<file path="src/rtl/life_sequencer.sv">
// life_sequencer: load/step/free-run control of an 8x8 Life grid with extinction, still-life and period-2 halt detection.
module life_sequencer (
  input  logic        clk,
  input  logic        reset,
  input  logic [63:0] seed,
  input  logic        load,
  input  logic        run,
  input  logic        step,
  input  logic [3:0]  rate,
  input  logic [63:0] next_grid,
  output logic [63:0] grid,
  output logic [15:0] gen_count,
  output logic [1:0]  state,
  output logic        evolve,
  output logic        extinct,
  output logic        stable,
  output logic        osc2
);
  typedef enum logic [1:0] {IDLE = 2'b00, PAUSED = 2'b01, RUNNING = 2'b10, HALTED = 2'b11} state_t;
  state_t      cur, nxt;
  logic [63:0] prev;
  logic        prev_valid, step_q;
  logic [3:0]  tick, tick_nxt;
  logic        hit_ext, hit_stb, hit_osc;
  assign state = cur;
  always_comb begin
    nxt      = cur;
    evolve   = 1'b0;
    tick_nxt = tick;
    if (load) begin
      nxt      = PAUSED;
      tick_nxt = 4'd0;
    end else if (cur == PAUSED) begin
      nxt    = run ? RUNNING : PAUSED;
      evolve = !run && step && !step_q;
    end else if (cur == RUNNING) begin
      nxt      = run ? RUNNING : PAUSED;
      evolve   = run && tick == rate;
      tick_nxt = (!run || tick == rate) ? 4'd0 : tick + 4'd1;
    end
    hit_ext = next_grid == 64'd0;
    hit_stb = !hit_ext && next_grid == grid;
    hit_osc = !hit_ext && !hit_stb && prev_valid && next_grid == prev;
    if (evolve && (hit_ext || hit_stb || hit_osc)) nxt = HALTED;
  end
  always_ff @(posedge clk or posedge reset) begin
    if (reset) begin
      cur        <= IDLE;
      grid       <= 64'd0;
      prev       <= 64'd0;
      prev_valid <= 1'b0;
      gen_count  <= 16'd0;
      extinct    <= 1'b0;
      stable     <= 1'b0;
      osc2       <= 1'b0;
      tick       <= 4'd0;
      step_q     <= 1'b0;
    end else begin
      cur    <= nxt;
      tick   <= tick_nxt;
      step_q <= step;
      if (load) begin
        grid       <= seed;
        gen_count  <= 16'd0;
        prev_valid <= 1'b0;
        extinct    <= 1'b0;
        stable     <= 1'b0;
        osc2       <= 1'b0;
      end else if (evolve) begin
        prev       <= grid;
        grid       <= next_grid;
        prev_valid <= 1'b1;
        gen_count  <= gen_count + {15'd0, gen_count != 16'hFFFF};
        extinct    <= hit_ext;
        stable     <= hit_stb;
        osc2       <= hit_osc;
      end
    end
  end
endmodule

</file>
<file path="config.mk">
export PLATFORM = sky130hd
export DESIGN_NAME = life_sequencer
export DESIGN_NICKNAME = d
export VERILOG_FILES = /design/src/rtl/life_sequencer.sv
export SDC_FILE = /design/constraint.sdc
export NUM_CORES = 1
export LEC_CHECK = 0
export CORE_UTILIZATION = 25
export DETAILED_ROUTE_END_ITERATION = 16
export PLACE_DENSITY = 0.48
export REMOVE_ABC_BUFFERS = 1
export SYNTH_ARGS = -nofsm -noshare
export SYNTH_HDL_FRONTEND = slang
export SYNTH_SLANG_ARGS = --single-unit
</file>
<file path="constraint.sdc">
create_clock -name clk -period 7.8 [get_ports clk]
set_input_delay 1.56 -clock clk [delete_from_list [all_inputs] [get_ports clk]]
set_output_delay 1.56 -clock clk [all_outputs]
set_load 0.05 [all_outputs]
</file>
## After elaboration in Yosys (flattened, before gate mapping)

Index checks and enable logic that the tools add are counted.

- Bits in registers: 155
- Bits of input ports: 137
- Output and inout port bits: 86
- Logic and storage cells: 65

- Add/sub/neg operators: 2
- Equality and inequality tests: 7
- Mux-type cells: 24
- Bitwise logic cells: 1
- Reductions and logical operators: 21

Operators by type and width:

| cell | number |
|---|---|
| 64-bit equality test | 2 |
| 64-bit two-way mux | 2 |
| 64-bit logical NOT | 1 |
| 16-bit two-way mux | 2 |
| 16-bit by 1-bit adder with 16-bit output | 1 |
| 4-bit two-way mux | 4 |
| 16-bit != test, second input constant | 1 |
| 1-bit two-way mux | 11 |
| 2-bit two-way mux | 5 |
| 1-bit logical AND | 8 |
| 4-bit by 1-bit adder with 4-bit output, second input constant | 1 |
| 4-bit equality test | 1 |
| 1-bit logical NOT | 4 |
| 2-bit AND reduction | 2 |
| 2-bit nonzero test | 2 |
| 4-bit nonzero test | 1 |
| 1-bit logical OR | 3 |
| 2-bit by 1-bit equality test with 1-bit output, second input constant | 1 |
| 2-bit equality test, second input constant | 1 |
| 2-bit != test, second input constant | 1 |
| 1-bit NOT | 1 |

## Depth between registers and ports, before layout

Gate-level depths: netlist of the first run.

- Depth in word-level cells: 10
- Mapped depth: 11
- Gate-level depth less buffers: 9

## Worst setup path before layout of the first run

No wires, ideal clock.

- Path kind: in2out
- Start: in rate[2]
- End: out evolve
- Data arrival time: 3.047 ns
- Required time: 6.240 ns
- Slack: 3.193 ns
- Cell stages on the path: 6
- Buffers on the path: 2
- Cells stage by stage: xnor2_1 -> nand4_1 -> o22a_1 -> clkbuf_1 -> nor2_2 -> clkbuf_1

- Cells in the longest elaborated chain, start to end: 5

RTL lines:

| item | RTL line | RTL |
|---|---|---|
| start, declared | 9 | `input logic [3:0] rate,` |
| 4-bit equality test | 38 | `evolve = run && tick == rate;` |
| 1-bit logical AND | 38 |  |
| 1-bit two-way mux | 36 | `end else if (cur == RUNNING) begin` |
| 1-bit two-way mux | 33 | `end else if (cur == PAUSED) begin` |
| 1-bit two-way mux | 30 | `if (load) begin` |
| end, declared | 14 | `output logic evolve,` |

Every way passes these cells.

## Worst setup path after layout of the first run

- Start: in rate[0]
- End: out evolve

The elaborated chain is that of the path after synthesis.

==> impl_metrics.py, run 1 <==
metrics = {
    "run_status": {
        "status": "completed",
    },
    "sta": {
        "fmax_mhz": 186,
        "setup_ws_ps": 2420,
        "rsz0062_at_grt": "false",
        "clock_skew_ps": 12.2,
        "setup-tns-final_ps": 0,
        "slew_violations": 0,
        "worst_hold_slack_ps": 505,
        "period_minus_slack_ps": 5380,
        "worst_slew_pin_slew_ps": 1130,
        "setup_viol": 0,
        "slew_headroom_pct": 24.1,
        "hold_violations": 0,
        "fin_crit_sh_pct": 69.0,
    },
    "critical_path": {
        "crit_path_start_kind": "input pin",
        "r2r_end": "grid[23]",
        "r2r_setup_slack_ps": 4760,
        "crit_required_ps": 6240,
        "reg2regPathDepth": 7,
        "end_kind": "output pin",
        "critPathMaxFanout": 15,
        "arrival_ps": 3820,
        "crit-reg2reg-launch": "state[1]",
        "critical_path_class": "input pin to output pin",
    },
    "placement": {
        "dp_hpwl_mm": 21.3,
        "placed_cell_area_um2": 11000,
        "gp_congestion": 0.829,
        "dpl.cell_count": 1424,
        "dp_slack_ps": 2420,
        "io_buffers": 222,
    },
    "pwr": {
        "power.leakage_nw": 4.79,
        "power_density_nw_per_um2": 220,
        "ir_drop_mv": 0.150,
        "finalPower_mw": 2.56,
    },
    "clock_tree": {
        "cts_tree": "yes",
        "cts_setup_buffers": 0,
        "cts.sinks": 155,
        "cts_buffer_depth": 2,
        "holdBufCountCts": 0,
        "clk_latency_ps": 440,
        "cts.clk_slew.worst_paths_ps": 70,
        "htree_levels": 4,
        "numCtsBuffers": 17,
        "cts_resized": 0,
        "clock-root-buffer": "clkbuf_16",
    },
    "global_routing": {
        "grt_util_all_layers_pct": 17.3,
        "grt_pass1_wl_mm": 43.3,
        "grt_max_degree": 86,
        "grt_pass1_vias": 6779,
        "overflow": 0,
        "antenna_found_initial": 0,
    },
    "final_layout": {
        "fin_nets": 1141,
        "fin_area_um2": 11600,
        "drive_gt1_share_pct": 5.03,
        "stdcell_count": 1456,
        "syn_to_final_growth_pct": 39.5,
        "antenna_cells": 0,
        "final_util_pct": 35.6,
    },
    "worst_hold_path": {
        "min_to": "prev[26]",
        "hold_path.class": "flop to flop",
        "min-delay-start": "prev[26]",
        "hold_depth": 1,
    },
    "yosys": {
        "syn_avg_cell_area_um2": 10.5,
        "synth_edf_count": 0,
        "synth_top_flop_cell": "dfrtp_1",
        "syn_area_um2": 8320,
        "ys_async_sr_fraction_pct": 100,
        "synth_seq_cells": 155,
        "yosysWarnings": 0,
        "seq_area_frac_synth_pct": 46.6,
        "syn-instance-count": 791,
        "synthDistinctLibCells": 52,
    },
    "floorplanning": {
        "coreArea_um2": 32600,
        "die_h_um": 184,
        "ios": 223,
        "start_util_pct": 25.5,
        "dieWidth_um": 184,
        "fp-row-count": 66,
        "die_area_um2": 34000,
    },
    "detailed_routing": {
        "viasPerCell": 4.59,
        "firstDrtPassIters": 5,
        "drtIter0Drc": 269,
        "wire_per_inst_um": 19.6,
        "num_vias": 6682,
        "routed_wl_mm": 28.6,
        "drc": 0,
        "final_antenna_net_count": 0,
    },
    "job": {
        "drv_cap": 0,
    },
}
## cells in the final DEF (no fill, tap or decap), drive strengths merged, types with 8 or more instances in the layout
cell,count
nand3,11
o21ai,70
nand4,21
clkdlybuf4s50,221
clkbuf,18
mux2,58
nor4,44
nand2,82
xnor2,9
nor2,27
a21oi,10
mux2i,62
nor2b,11
xor2,117
inv,31
buf,8
dfrtp,155
## cell usage after synthesis (all sizes together), types with 4 or more instances
cell	count	share of area, %
dfrtp	155	47
xor2	117	12
nand2	82	3.7
o21ai	70	4.2
mux2i	62	7.5
mux2	58	7.8
nor4	44	3.3
nor2	27	1.2
inv	23	1.0
clkbuf	21	0.95
nand4	21	1.6
buf	16	1.1
nand3	11	0.66
nor2b	11	0.92
a21oi	10	0.60
xnor2	9	0.95
o22ai	6	0.45
nor3	4	0.24
## sequential cells by signal, summed over array words and instances, names as in the netlist, 2 cells and up
register,cells
gen_count,16
grid,64
tick,4
prev,64
state,2
## layout make-up
class                      count  area (um2)
clock buffer                  18         439
timing repair buffer         229        2270
sequential                   155        3880
multi-input combinational    575        4200
tap                          442         553
clock inverter                14         179
inverter                      23        91.3
fill                        3326       21000
## where the power goes
part	total, mW	switching, mW	internal [mW]
clock network	0.896	0.400	0.496
registers	1.04	0.111	0.928
logic	0.621	0.349	0.272
## worst max-delay path, stage by stage
cell             delay, ps
clkdlybuf4s50_1        480
xnor2_1                120
nand4_1                230
o22a_1                 240
buf_4                  230
nor2_4                 110
clkdlybuf4s50_1        830
## worst max-delay path by stage
stage | to | cells past startpoint | startpoint
6_report | evolve | 7 | rate[0]
5_1_grt | evolve | 7 | rate[0]
4_1_cts | evolve | 7 | rate[0]
3_5_place_dp | evolve | 7 | rate[0]
3_3_place_gp | evolve | 7 | rate[2]
2_1_floorplan | gen_count[13] | 6 | rate[2]
## per-layer routing
layer	wire (um)	vias up	track usage [%]
met5	0	-	0
met3	1580	12	3.87
met4	261	0	3.37
li1	-	3203	-
met1	13800	3280	24.4
met2	12900	187	26.9
## cell families (layout without fill, tap and decap cells)
| logic type | Yosys count | after routing | synth area share [%] |
|---|---|---|---|
| adders and majority gates | 4 | 4 | 0.571 |
| and+or+nand+nor | 222 | 222 | 13.6 |
| muxes | 120 | 120 | 15.3 |
| AOI/OAI and AO/OA | 103 | 103 | 7.52 |
| DFF | 155 | 155 | 46.6 |
| buffers and inverters | 61 | 284 | 3.17 |
| xor gates and xnor gates | 126 | 126 | 13.3 |
(Power assumes the default switching activity.)
==> run 2: changes to the inputs <==
clock period = 5.6 ns   (was 7.8 ns; I/O delays follow)
==> run 2 against run 1 <==
Compared with the run above:
- clock power increased by 31%
- critical path type unchanged
- highest routed layer unchanged
- count of clock-buffer cells in the layout down 1
- critical endpoint unchanged
- global-route usage fell by 0.058 points
- final cell count about the same
==> impl_metrics.py, run 2 (synthesis gave the netlist of run 1 again) <==
metrics = {
    "clock_tree": {
        "cts_resized": 0,
        "cts.sinks": 155,
        "clock-root-buffer": "clkbuf_16",
        "holdBufCountCts": 0,
        "cts.clk_slew.worst_paths_ps": 70,
        "cts_setup_buffers": 0,
        "htree_levels": 4,
        "cts_buffer_depth": 2,
        "cts_tree": "yes",
        "numCtsBuffers": 17,
        "clk_latency_ps": 430,
    },
    "critical_path": {
        "crit_path_start_kind": "input pin",
        "crit_chain": "clkdlybuf4s50_1 -> xnor2_1 -> nand4_1 -> o22a_1 -> buf_4 -> nor2_4 -> buf_4",
        "crit_required_ps": 4480,
        "critical_path_class": "input pin to output pin",
        "slowest_stage": "clkdlybuf4s50_1",
        "max_stage_delay_ps": 470,
        "arrival_ps": 2770,
        "cp.buffers_inverters": 3,
        "end_kind": "output pin",
        "crit_family": "buffers and inverters",
        "path_common_cell": "buf_4",
        "critPathMaxFanout": 15,
    },
    "job": {
        "drv_cap": 0,
    },
    "global_routing": {
        "grt_pass1_vias": 6803,
        "grt_pass1_wl_mm": 43.0,
        "antenna_found_initial": 0,
        "grt_util_all_layers_pct": 17.2,
        "overflow": 0,
        "grt_max_degree": 82,
    },
    "sta": {
        "setup_viol": 0,
        "fmax_mhz": 257,
        "rsz0062_at_grt": "false",
        "worst_slew_pin_slew_ps": 1120,
        "hold_violations": 0,
        "slew_violations": 0,
        "slew_headroom_pct": 24.9,
        "period_minus_slack_ps": 3890,
        "fin_crit_sh_pct": 69.4,
        "setup-tns-final_ps": 0,
        "clock_skew_ps": 9.99,
        "worst_hold_slack_ps": 507,
    },
    "floorplanning": {
        "fp-row-count": 66,
        "dieWidth_um": 184,
        "coreArea_um2": 32600,
        "die_area_um2": 34000,
        "die_h_um": 184,
        "ios": 223,
        "start_util_pct": 25.5,
    },
    "detailed_routing": {
        "wire_per_inst_um": 19.6,
        "num_vias": 6650,
        "final_antenna_net_count": 0,
        "routed_wl_mm": 28.5,
        "viasPerCell": 4.57,
        "firstDrtPassIters": 4,
        "drc": 0,
        "drtIter0Drc": 297,
    },
    "pwr": {
        "clock_power_share_pct": 33.5,
        "power.leakage_nw": 4.77,
        "power_frac_seq_pct": 41.7,
        "switching_share_pct": 34.8,
        "power.internal_mw": 2.27,
        "ir_drop_mv": 0.210,
        "power_density_nw_per_um2": 301,
        "pwr-share-comb_pct": 24.8,
        "switching_power_mw": 1.21,
    },
    "final_layout": {
        "fin_nets": 1140,
        "final_cell_mix": "clkdlybuf4s50_1 (220), dfrtp_1 (155), xor2_1 (117)",
        "drive_gt1_share_pct": 5.03,
        "antenna_cells": 0,
        "top_regs": "grid: 64 flops, prev: 64 flops, gen_count: 16 flops",
        "syn_to_final_growth_pct": 39.2,
        "layout_commonest_cell": "clkdlybuf4s50_1",
    },
    "placement": {
        "gp_congestion": 0.834,
        "io_buffers": 222,
        "dp_hpwl_mm": 21.1,
    },
    "run_status": {
        "status": "completed",
    },
    "worst_hold_path": {
        "hold_path.class": "flop to flop",
    },
}
==> run 2: cell types whose count changed in the layout (fill, tap and decap cells not counted), sizes merged <==
cell           change
clkbuf             -1
bufinv             -2
inv                +2
clkdlybuf4s50      -1
clkinvlp           +1
==> run 2: metrics by stage <==
stage | std cells | utilization [%] | setup WS, ps | total power, mW | instance area, um2
floorplan | 753 | - | -1520 | 1.94 | 8150
global placement | 1423 | 33.8 | 1640 | 2.34 | 11000
detailed placement | 1423 | 33.8 | 1680 | 2.35 | 11000
CTS | 1455 | 35.5 | 1690 | 3.53 | 11600
global route | 1455 | 35.5 | 1600 | 3.66 | 11600
finish | 1455 | 35.5 | 1710 | 3.48 | 11600
==> run 2: area by class of cell <==
cell class / instances / area (um2)
Fill cell: 3284 / 21000
Sequential cell: 155 / 3880
Clock inverter: 15 / 151
Inverter: 23 / 91.3
Clock buffer: 17 / 425
Multi-Input combinational cell: 575 / 4200
Tap cell: 442 / 553
Timing Repair Buffer: 228 / 2290
==> run 2: final timing paths <==
path	start	end	slack [ps]	cells after the start
setup / recovery	rate[0]	evolve	1710	7
hold / removal	prev[38]	prev[38]	510	1
setup reg to reg	state[1]	prev[45]	2650	7
hold reg to reg	prev[38]	prev[38]	510	1
max in group asynchronous	reset	prev[55]	3440	3
min in group asynchronous	reset	tick[0]	1190	2
==> run 2: worst register-to-register path: stages (launching register included) <==
cell	delay [ps]
dfrtp_1	420
nor2b_1	450
nand2_1	190
o22a_1	190
buf_4	230
nor2_4	130
buf_4	740
mux2_1	480
==> run 2: per-layer routing <==
| layer | routed length [um] | up-vias | part of all wire (%) | global-route usage (%) |
|---|---|---|---|---|
| li1 | - | 3205 | - | - |
| met1 | 13400 | 3220 | 47 | 24.3 |
| met2 | 12800 | 205 | 45 | 26.4 |
| met3 | 1850 | 20 | 6.5 | 3.87 |
| met4 | 410 | 0 | 1.4 | 4.23 |
| met5 | 0 | - | 0 | 0 |
==> run 2: power by group through the flow <==
| stage | sequential [mW] | clock (mW) | combinational (mW) |
|---|---|---|---|
| floorplan | 1.58 | 0 | 0.356 |
| global placement | 1.47 | 0 | 0.872 |
| detailed placement | 1.47 | 0 | 0.875 |
| CTS | 1.45 | 1.20 | 0.879 |
| global route | 1.48 | 1.25 | 0.935 |
| finish | 1.45 | 1.17 | 0.865 |
==> run 3: changes to the inputs <==
PLACE_DENSITY = 0.5   (was 0.48)
clock period = 3.3 ns   (was 5.6 ns; I/O delays follow)
==> run 3 against run 2 <==
Compared with the run above:
- first-iteration DRC count is 33% higher
- sequential share of layout area down 1.2 points
- utilization is 1.3 points higher
- sequential power rose by 69%
- total power is 73% higher
==> impl_metrics.py, run 3 (synthesis gave the netlist of run 1 again) <==
metrics = {
    "placement": {
        "dp_slack_ps": 110,
        "gp_congestion": 0.849,
        "dpl.cell_count": 1471,
        "io_buffers": 222,
        "dp_hpwl_mm": 22.6,
    },
    "clock_tree": {
        "htree_levels": 4,
        "clk_latency_ps": 440,
        "holdBufCountCts": 0,
        "cts_tree": "yes",
        "cts_buffer_depth": 2,
        "cts.sinks": 155,
        "cts_setup_buffers": 0,
        "cts.clk_slew.worst_paths_ps": 60,
        "clock-root-buffer": "clkbuf_16",
        "numCtsBuffers": 17,
        "cts_resized": 0,
    },
    "critical_path": {
        "critical_path_class": "input pin to output pin",
        "crit_required_ps": 2640,
        "crit_path_end": "evolve",
        "reg2regPathDepth": 6,
        "critPathMaxFanout": 5,
        "crit_path_start": "rate[3]",
        "crit-reg2reg-launch": "state[1]",
        "arrival_ps": 2370,
        "r2r_end": "prev[13]",
        "r2r_setup_slack_ps": 820,
        "crit_path_start_kind": "input pin",
        "end_kind": "output pin",
    },
    "detailed_routing": {
        "drtIter0Drc": 396,
        "firstDrtPassIters": 7,
        "routed_wl_mm": 29.4,
        "final_antenna_net_count": 0,
        "num_vias": 6855,
        "drc": 0,
        "wire_per_inst_um": 19.6,
        "viasPerCell": 4.56,
    },
    "sta": {
        "hold_violations": 0,
        "worst_hold_slack_ps": 500,
        "period_minus_slack_ps": 3030,
        "worst_slew_pin_slew_ps": 666,
        "slew_violations": 0,
        "rsz0062_at_grt": "false",
        "setup_viol": 0,
        "slew_headroom_pct": 55.2,
        "setup_ws_ps": 271,
        "setup-tns-final_ps": 0,
        "fin_crit_sh_pct": 91.8,
        "clock_skew_ps": 11.5,
        "fmax_mhz": 330,
    },
    "final_layout": {
        "fillers": 3271,
        "fin_nets": 1188,
        "antenna_cells": 0,
        "multi_input_area_um2": 4200,
        "stdcell_count": 1503,
        "layout_commonest_cell": "clkdlybuf4s50_1",
        "top_regs": "grid: 64 flops, prev: 64 flops, gen_count: 16 flops",
        "final_util_pct": 36.8,
        "final-seq-area_um2": 3880,
        "final_cell_mix": "clkdlybuf4s50_1 (220), dfrtp_1 (155), xor2_1 (117)",
        "drive_gt1_share_pct": 9.33,
        "syn_to_final_growth_pct": 44.4,
    },
    "global_routing": {
        "grt_pass1_vias": 7015,
        "grt_pass1_wl_mm": 44.1,
        "grt_util_all_layers_pct": 17.7,
        "overflow": 0,
        "antenna_found_initial": 1,
        "grt_max_degree": 130,
    },
    "floorplanning": {
        "coreArea_um2": 32600,
        "die_area_um2": 34000,
        "ios": 223,
        "dieWidth_um": 184,
        "start_util_pct": 25.5,
        "fp-row-count": 66,
        "die_h_um": 184,
    },
    "job": {
        "drv_cap": 0,
    },
    "pwr": {
        "power_density_nw_per_um2": 502,
        "ir_drop_mv": 0.339,
        "power.leakage_nw": 5.04,
    },
    "run_status": {
        "status": "completed",
    },
    "worst_hold_path": {
        "hold_path.class": "flop to flop",
    },
}
==> run 3: critical path, stage by stage <==
cell             delay, ps
clkdlybuf4s50_1        470
xnor2_1                120
nand4_1                250
o22a_1                 320
nor2_4                 340
buf_12                 190
==> run 3: worst min-delay path by stage <==
| stage | cells past startpoint | endpoint | from |
|---|---|---|---|
| final | 2 | prev_valid | prev_valid |
| after global routing | 1 | prev[10] | prev[10] |
| after CTS | 2 | prev_valid | prev_valid |
| after detailed placement | 2 | prev_valid | prev_valid |
| after global placement | 1 | prev[13] | prev[13] |
| after floorplan | 1 | prev[13] | prev[13] |
==> run 3: area by class of cell <==
type	instances	share of cell area, %
Multi-Input combinational cell	575	34.9
Sequential cell	155	32.3
Timing Repair Buffer	276	22.4
Tap cell	442	4.60
Clock buffer	17	3.54
Clock inverter	15	1.44
Inverter	23	0.760
==> run 3: metrics by stage <==
stage | area [um2] | power (mW)
floorplan | 8150 | 3.29
global route | 12000 | 6.33
detailed placement | 11400 | 4.05
finish | 12000 | 6.04
global placement | 11400 | 4.04
CTS | 12000 | 6.12
==> run 3: layer usage <==
layer,up-vias,wire length (um),global-route usage [%]
met3,14,1860,4.45
met2,192,13600,28.2
li1,3307,-,-
met1,3340,13700,24.2
met5,-,11,0
met4,2,150,3.30
==> run 3: power breakdown <==
| group | switching (mW) | internal, mW | leakage (nW) |
|---|---|---|---|
| Combinational | 0.855 | 0.686 | 2.78 |
| Sequential | 0.259 | 2.19 | 1.97 |
| Clock | 0.956 | 1.09 | 0.290 |
| Total | 2.07 | 3.97 | 5.04 |
